### src/rtl/iter_shift_unit.sv
// Multi-cycle shift/rotate unit: shifts up to STEP bit positions per clock and
// reports completion with a start/busy/done handshake.
module iter_shift_unit #(
    parameter int WIDTH   = 32,
    parameter int SHAMT_W = 5,
    parameter int STEP    = 1
) (
    input  logic               clk,
    input  logic               clr,
    input  logic               start,
    input  logic [2:0]         mode,
    input  logic [WIDTH-1:0]   operand,
    input  logic [SHAMT_W-1:0] shamt,
    output logic               busy,
    output logic               done,
    output logic [WIDTH-1:0]   result
);

    typedef enum logic [1:0] {
        ST_IDLE  = 2'b00,
        ST_SHIFT = 2'b01,
        ST_DONE  = 2'b10
    } state_t;

    localparam logic [SHAMT_W:0] STEP_C  = (SHAMT_W + 1)'(STEP);
    localparam logic [SHAMT_W:0] WIDTH_C = (SHAMT_W + 1)'(WIDTH);

    state_t             state_q, state_d;
    logic [WIDTH-1:0]   work_q, work_d;
    logic [2:0]         mode_q, mode_d;
    logic [SHAMT_W-1:0] rem_q, rem_d;
    logic               busy_q, busy_d;
    logic               done_q, done_d;
    logic [WIDTH-1:0]   result_q, result_d;
    logic [SHAMT_W:0]   k_s;
    logic [WIDTH-1:0]   shifted_s;

    // One partial step of k positions; k never exceeds WIDTH, so the rotate
    // complement is always a legal shift amount.
    function automatic logic [WIDTH-1:0] step_shift(
        input logic [WIDTH-1:0] v,
        input logic [2:0]       m,
        input logic [SHAMT_W:0] k
    );
        logic [SHAMT_W:0] kc;
        kc = WIDTH_C - k;
        case (m)
            3'b000:  step_shift = v >> k;
            3'b001:  step_shift = $unsigned($signed(v) >>> k);
            3'b010:  step_shift = v << k;
            3'b011:  step_shift = (v >> k) | (v << kc);
            3'b100:  step_shift = (v << k) | (v >> kc);
            default: step_shift = v;
        endcase
    endfunction

    // Next-state, datapath and registered-output computation.
    always_comb begin
        state_d   = state_q;
        work_d    = work_q;
        mode_d    = mode_q;
        rem_d     = rem_q;
        busy_d    = busy_q;
        done_d    = 1'b0;
        result_d  = result_q;
        k_s       = ({1'b0, rem_q} < STEP_C) ? {1'b0, rem_q} : STEP_C;
        shifted_s = step_shift(work_q, mode_q, k_s);
        case (state_q)
            ST_IDLE: begin
                busy_d = 1'b0;
                if (start) begin
                    work_d = operand;
                    mode_d = mode;
                    rem_d  = shamt;
                    busy_d = 1'b1;
                    if ((mode > 3'd4) || (shamt == {SHAMT_W{1'b0}})) begin
                        state_d  = ST_DONE;
                        done_d   = 1'b1;
                        result_d = operand;
                    end else begin
                        state_d  = ST_SHIFT;
                    end
                end else begin
                    state_d = ST_IDLE;
                end
            end
            ST_SHIFT: begin
                work_d = shifted_s;
                rem_d  = rem_q - k_s[SHAMT_W-1:0];
                busy_d = 1'b1;
                if ({1'b0, rem_q} == k_s) begin
                    state_d  = ST_DONE;
                    done_d   = 1'b1;
                    result_d = shifted_s;
                end else begin
                    state_d  = ST_SHIFT;
                end
            end
            ST_DONE: begin
                state_d = ST_IDLE;
                busy_d  = 1'b0;
            end
            default: begin
                state_d = ST_IDLE;
                busy_d  = 1'b0;
            end
        endcase
    end

    // State and output registers with asynchronous clear.
    always_ff @(posedge clk or posedge clr) begin
        if (clr) begin
            state_q  <= ST_IDLE;
            work_q   <= {WIDTH{1'b0}};
            mode_q   <= 3'b000;
            rem_q    <= {SHAMT_W{1'b0}};
            busy_q   <= 1'b0;
            done_q   <= 1'b0;
            result_q <= {WIDTH{1'b0}};
        end else begin
            state_q  <= state_d;
            work_q   <= work_d;
            mode_q   <= mode_d;
            rem_q    <= rem_d;
            busy_q   <= busy_d;
            done_q   <= done_d;
            result_q <= result_d;
        end
    end

    assign busy   = busy_q;
    assign done   = done_q;
    assign result = result_q;

endmodule

### config.mk
export PLATFORM = sky130hd
export DESIGN_NAME = iter_shift_unit
export DESIGN_NICKNAME = d
export VERILOG_FILES = /design/src/rtl/iter_shift_unit.sv
export SDC_FILE = /design/constraint.sdc
export NUM_CORES = 1
export LEC_CHECK = 0
export BUFFER_PORTS_ARGS = -buffer_cell sky130_fd_sc_hd__buf_2
export CORE_ASPECT_RATIO = 1.1
export CORE_MARGIN = 2
export CORE_UTILIZATION = 45
export DETAILED_ROUTE_END_ITERATION = 8
export PLACE_DENSITY = 0.66
export SLEW_MARGIN = 20
export SYNTH_ARGS = -nofsm -noshare
export SYNTH_HDL_FRONTEND = slang
export SYNTH_SLANG_ARGS = --single-unit
### constraint.sdc
create_clock -name clk -period 5.58 [get_ports clk]
set_clock_uncertainty 0.1 [all_clocks]
set_input_delay 1.116 -clock clk [delete_from_list [all_inputs] [get_ports clk]]
set_output_delay 1.116 -clock clk [all_outputs]
set_load 0.05 [all_outputs]
### After elaboration in Yosys (flattened, before gate mapping)

Index checks and enable logic that the tools add are counted.

| storage, ports and cells | value |
|---|---|
| bits in registers | 76 |
| input bits | 43 |
| output and inout port bits | 34 |
| logic and storage cells | 55 |

| cells by class | value |
|---|---|
| add/sub/neg operators | 2 |
| order comparisons | 2 |
| equality and inequality tests | 9 |
| shifts and indexed selects | 5 |
| multiplexer cells | 20 |
| bitwise operators | 2 |
| reduce and logical (&&, ||, !) cells | 8 |

Operators with widths:

| kind | count |
|---|---|
| 32-bit one-hot mux with 5 select lines | 1 |
| 32-bit 2-to-1 mux | 4 |
| 32-bit one-hot mux with 2 select lines | 2 |
| 32-bit OR | 2 |
| 32-bit by 5-bit << shifter with 32-bit output | 1 |
| 32-bit by 6-bit << shifter with 32-bit output | 1 |
| 32-bit by 5-bit >> shifter with 32-bit output | 1 |
| 32-bit by 6-bit >> shifter with 32-bit output | 1 |
| 32-bit by 5-bit >>> shifter with 32-bit output | 1 |
| 5-bit 2-to-1 mux | 2 |
| 5-bit one-hot mux with 2 select lines | 1 |
| 3-bit by 2-bit equality test with 1-bit output, second input constant | 2 |
| 2-bit 2-to-1 mux | 3 |
| 2-bit != test, second input constant | 3 |
| 6-bit by 5-bit subtractor with 6-bit output, first input constant | 1 |
| 5-bit equality test | 1 |
| 5-bit logical NOT | 1 |
| 5-bit by 1-bit < comparator with 1-bit output, second input constant | 1 |
| 5-bit subtractor | 1 |
| 1-bit 2-to-1 mux | 4 |
| 1-bit one-hot mux with 2 select lines | 2 |
| 2-bit one-hot mux with 2 select lines | 1 |
| 2-bit AND reduction | 2 |
| 4-bit AND reduction | 1 |
| 8 further kinds | 8 |

### Depth between registers and ports, before layout

| logic depth | value |
|---|---|
| depth after elaboration | 8 |
| depth in mapped cells | 14 |
| depth with buffers taken out | 10 |

### Worst setup path after synthesis

No wires, ideal clock.

| timing path | value |
|---|---|
| path type | reg-to-reg |
| start point | register rem_q[1] |
| end point | register work_q[1] |
| setup time | 82 ps |
| arrival | 2650 ps |
| data required time | 5398 ps |
| slack | 2748 ps |
| cell stages (with the launch flop) | 14 |
| buffers on the path | 3 |
| clock period less this slack | 2832 ps |
| cells stage by stage | dfrtp_1 -> nor4_1 -> nand2b_1 -> buf_6 -> inv_8 -> buf_8 -> ha_1 -> buf_2 -> or3b_2 -> nand4_1 -> o211ai_1 -> a221oi_1 -> a211oi_1 -> a31oi_1 |

| between the ends | value |
|---|---|
| longest elaborated chain between the ends | 7 |
| elaborated cells on any way between the ends | 12 |
| those cells by class | add/sub: 1; order compare: 1; shift: 5; mux: 3; bitwise: 2 |

Ends and longest elaborated chain:

| what | RTL line | text |
|---|---|---|
| start: declaration | 31 | `logic [SHAMT_W-1:0] rem_q, rem_d;` |
| start signal: assignment | 116 | `rem_q <= {SHAMT_W{1'b0}};` |
| start signal: assignment | 124 | `rem_q <= rem_d;` |
| 5-bit by 1-bit < comparator with 1-bit output | 66 | `k_s = ({1'b0, rem_q} < STEP_C) ? {1'b0, rem_q} : STEP_C;` |
| 5-bit 2-to-1 mux * | 66 |  |
| 6-bit by 5-bit subtractor with 6-bit output | 46 | `kc = WIDTH_C - k;` |
| 32-bit by 6-bit >> shifter with 32-bit output / 32-bit by 6-bit << shifter with 32-bit output (equally long branches) | 52, 51 |  |
| 32-bit OR, on equally long branches | 52, 51 |  |
| 32-bit one-hot mux with 5 select lines * | 47 | `case (m)` |
| 32-bit one-hot mux with 2 select lines * | 68 | `case (state_q)` |
| end signal: assignment | 114 | `work_q <= {WIDTH{1'b0}};` |
| end signal: assignment | 122 | `work_q <= work_d;` |
| end: declaration | 29 | `logic [WIDTH-1:0] work_q, work_d;` |

Every way passes the cells marked *; elsewhere a longest branch is shown, timed or not.
A chain may end at the register's enable or synchronous reset.

### Worst setup path after layout

| timing path | value |
|---|---|
| start point | register rem_q[1] |
| end point | register result_q[15], in the netlist result[15] |

| between the ends | value |
|---|---|
| longest elaborated chain between the ends | 8 |
| elaborated cells on any way between the ends | 16 |
| those cells by class | add/sub: 1; order compare: 1; eq/ne: 2; shift: 5; mux: 4; bitwise: 2; reduce/logical: 1 |

Ends and longest elaborated chain:

| what | RTL line | text |
|---|---|---|
| 5-bit by 1-bit < comparator with 1-bit output | 66 |  |
| 5-bit 2-to-1 mux | 66 |  |
| 6-bit by 5-bit subtractor with 6-bit output | 46 |  |
| 32-bit by 6-bit >> shifter with 32-bit output / 32-bit by 6-bit << shifter with 32-bit output (equally long branches) | 52, 51 |  |
| 32-bit OR, on equally long branches | 52, 51 |  |
| 32-bit one-hot mux with 5 select lines | 47 |  |
| 32-bit 2-to-1 mux | 91 | `if ({1'b0, rem_q} == k_s) begin` |
| 32-bit one-hot mux with 2 select lines | 68 |  |
| end signal: assignment | 119 | `result_q <= {WIDTH{1'b0}};` |
| end signal: assignment | 127 | `result_q <= result_d;` |
| end: declaration | 34 | `logic [WIDTH-1:0] result_q, result_d;` |

Several ways; a longest one is shown, not always the timed one. The select of a mux whose other input is x is not followed.

==> out/qor.json <==
{
  "logic_synthesis": {
    "synth_area_in_compound_gates_pct": 29.4,
    "synth-simple-area-share_pct": 18.5,
    "synthesized_netlist_cell_count": 602,
    "synth.yosys.seq_area_share_pct": 37.5,
    "synth-warning-count": 0,
    "synthDistinctLibCells": 64,
    "synthFlopType": "dfrtp_1",
    "postSynth.asyncResetShare_pct": 100,
    "yosys_register_bits": 75,
    "synthesis.area_um2": 5000,
    "postSynthNetCount": 647,
    "xor_and_xnor_fraction_of_the_mapped_netlist_area_pct": 0.325,
    "synth_fa_ha_area_share_pct": 0.501,
    "synth_top_family_by_area": "compound AO/OA/AOI/OAI gates",
    "synth_mux_area_share_pct": 7.46,
    "syn_avg_cell_area_um2": 8.31,
    "post_synth_edffs": 0
  },
  "setup_path": {
    "timing.critical_path.buf_inv": 1,
    "cp_cell_sequence": "nor4_1 -> nand2b_2 -> inv_8 -> ha_1 -> and3b_1 -> a21oi_1 -> o221ai_1 -> o221a_1 -> a21oi_1 -> o21ai_1",
    "cp_top_family": "simple AND/OR/NAND/NOR gates",
    "reg2reg_slack_ps": 1960,
    "critical_path.slowest_cell": "nor4_1",
    "path_class": "flop to flop",
    "arrival_ps": 3780,
    "setup.worst_path.start_class": "flop",
    "cpMostUsedCell": "a21oi_1",
    "timing.critical_path.fanout_max": 23,
    "cp.required_ps": 5740,
    "worstSetupEndpointType": "flop",
    "worst_r2r_endpoint": "result[15]",
    "cp_slowest_stage_delay_ps": 490,
    "r2r_cells": 10,
    "reg2reg_from": "rem_q[1]"
  },
  "clock_tree": {
    "post-cts-setup-buffers": 0,
    "clock-root-buffer": "clkbuf_16",
    "cts.sinks": 75,
    "numCtsBuffers": 9,
    "tritoncts": "yes",
    "ctsHoldBuffers": 0,
    "cts_buffer_depth": 2,
    "h-tree-depth": 3,
    "cts-resized-gates": 0,
    "clk-insertion-delay-late_ps": 340,
    "clock_pin_transition_on_the_worst_setup_and_hold_timing_paths_ps": 60
  },
  "route": {
    "dr.first_iter.drc_count": 503,
    "vias": 5018,
    "drt-wirelength-per-cell_um": 21.1,
    "postRouteAntennaNets": 0,
    "routed_via_density": 6.32,
    "finalWirelength_um": 16800,
    "dr.pass1.iters": 5,
    "remaining_drc_errors": 0
  },
  "final_layout": {
    "layout-area-overhead-vs-synth_pct": 15.0,
    "drive_above_1_share_pct": 20.2,
    "antenna_diode_instance_count": 0,
    "nNetsFinal": 687
  },
  "sta": {
    "grt_setup_unrepaired": "no",
    "timing_worst_slew_pin_value_ps": 915,
    "post-route-period-util_pct": 64.9,
    "timing.max_slew.rel_slack_pct": 39.0,
    "setup_viol": 0,
    "timing.fmax_ghz": 0.276,
    "hold_slack_ps": 367,
    "timing.final.max_slew_violations": 0,
    "report.final.hold_viol_count": 0,
    "finalCriticalPeriod_ps": 3620,
    "totalNegativeSetupSlack_ps": 0
  },
  "global_routing": {
    "overflow": 0,
    "groute.usage.overall_pct": 28.5,
    "number_of_antenna_violations_at_the_first_check_in_global_routing": 0,
    "pin_count_of_the_biggest_net_entering_global_routing": 48,
    "via_count_of_the_first_global_routing_pass": 4700,
    "grt_first_pass_wirelength_um": 26600
  },
  "floorplanning": {
    "chipWidth_um": 105,
    "total_core_area_um2": 10900,
    "die_area_um2": 12000,
    "floorplan.io_pins": 77,
    "floorplan.initialDensity_pct": 46.0,
    "dieHeight_um": 115,
    "placementRows": 40
  },
  "worst_hold_path": {
    "worst_hold_path_type": "flop to flop",
    "timing.hold.worst_path_depth": 1,
    "hold_path_end": "result[0]",
    "holdCritStartpoint": "result[0]"
  },
  "run": {
    "maxCapViolations": 0
  },
  "placed_design": {
    "finalWeightedCongestion": 0.956,
    "place_hpwl_um": 11200,
    "count_of_buffers_inserted_at_the_top_level_ports": 76
  },
  "outcome": {
    "result_of_the_run": "complete, no violations"
  }
}
worst max path at each step:
stage | slack [ps] | cells past startpoint | startpoint | end
4_1_cts | 1680 | 10 | rem_q[0] | result[10]
2_1_floorplan | 2450 | 1 | clr | busy
3_5_place_dp | 1690 | 10 | rem_q[0] | result[10]
5_1_grt | 1720 | 10 | rem_q[1] | result[15]
3_3_place_gp | 1820 | 10 | rem_q[0] | result[10]
6_report | 1960 | 10 | rem_q[1] | result[15]
layer usage:
metal	share of wire, %	GRT usage (%)
met2	45	44.3
met1	44	40.2
met5	0	0
met3	8.9	5.35
met4	1.9	9.46
cell usage after synthesis, drive strengths merged (10+ instances only):
cell,count,share of area [%]
and3,11,1.4
clkbuf,28,2.1
a221oi,17,3.2
nand2,71,5.4
o22ai,14,1.8
a31oi,18,2.3
mux2i,26,5.2
o221ai,10,1.9
o21ai,49,5.1
dfrtp,75,38
a21oi,68,7.0
nor2b,16,2.0
nand3,10,1.0
buf,28,3.3
o211ai,13,2.0
nor2,64,4.8
registers in the layout (all words and copies together), names as in the netlist:
name	flops
mode_q	3
state_q	1
work_q	32
busy	1
result	32
done	1
rem_q	5
cells in the final DEF (no fill, tap or decap), types with 18 or more instances in the layout:
cell and n:
nor2_1 64, nand2_1 70, o21ai_1 25, o21ai_0 22, buf_2 76, dfrtp_1 75, mux2i_1 26, a21oi_1 65
a31oi_1 18
stage by stage:
| stage | cell area [um2] | utilization [%] | std cells | setup WS (ps) |
|---|---|---|---|---|
| 2_1_floorplan | 5000 | - | 602 | 2450 |
| 3_3_place_gp | 5370 | 49.4 | 778 | 1820 |
| 3_5_place_dp | 5370 | 49.4 | 778 | 1690 |
| 4_1_cts | 5750 | 52.9 | 794 | 1680 |
| 5_1_grt | 5750 | 52.9 | 794 | 1720 |
| 6_report | 5750 | 52.9 | 794 | 1960 |
logic make-up (layout without fill, tap and decap cells):
family	after synthesis	count (layout)
buffers and inverters	65	110
multiplexers	33	33
adder cells (fa/ha/maj)	2	2
AND/OR/NAND/NOR	201	201
flip-flops	75	75
other	1	1
XOR/XNOR	1	1
AO/OA/AOI/OAI	224	224
final cells by class:
cell class	count	area [um2]
sequential	75	1880
timing repair buffer	85	448
multi-input combinational	462	2820
clock buffer	12	256
clock inverter	4	120
fill	1038	5110
tap	147	184
inverter	9	41.3
Power is not shown: default switching activity piles up to over one toggle a cycle in this logic, so the estimate is an artifact.
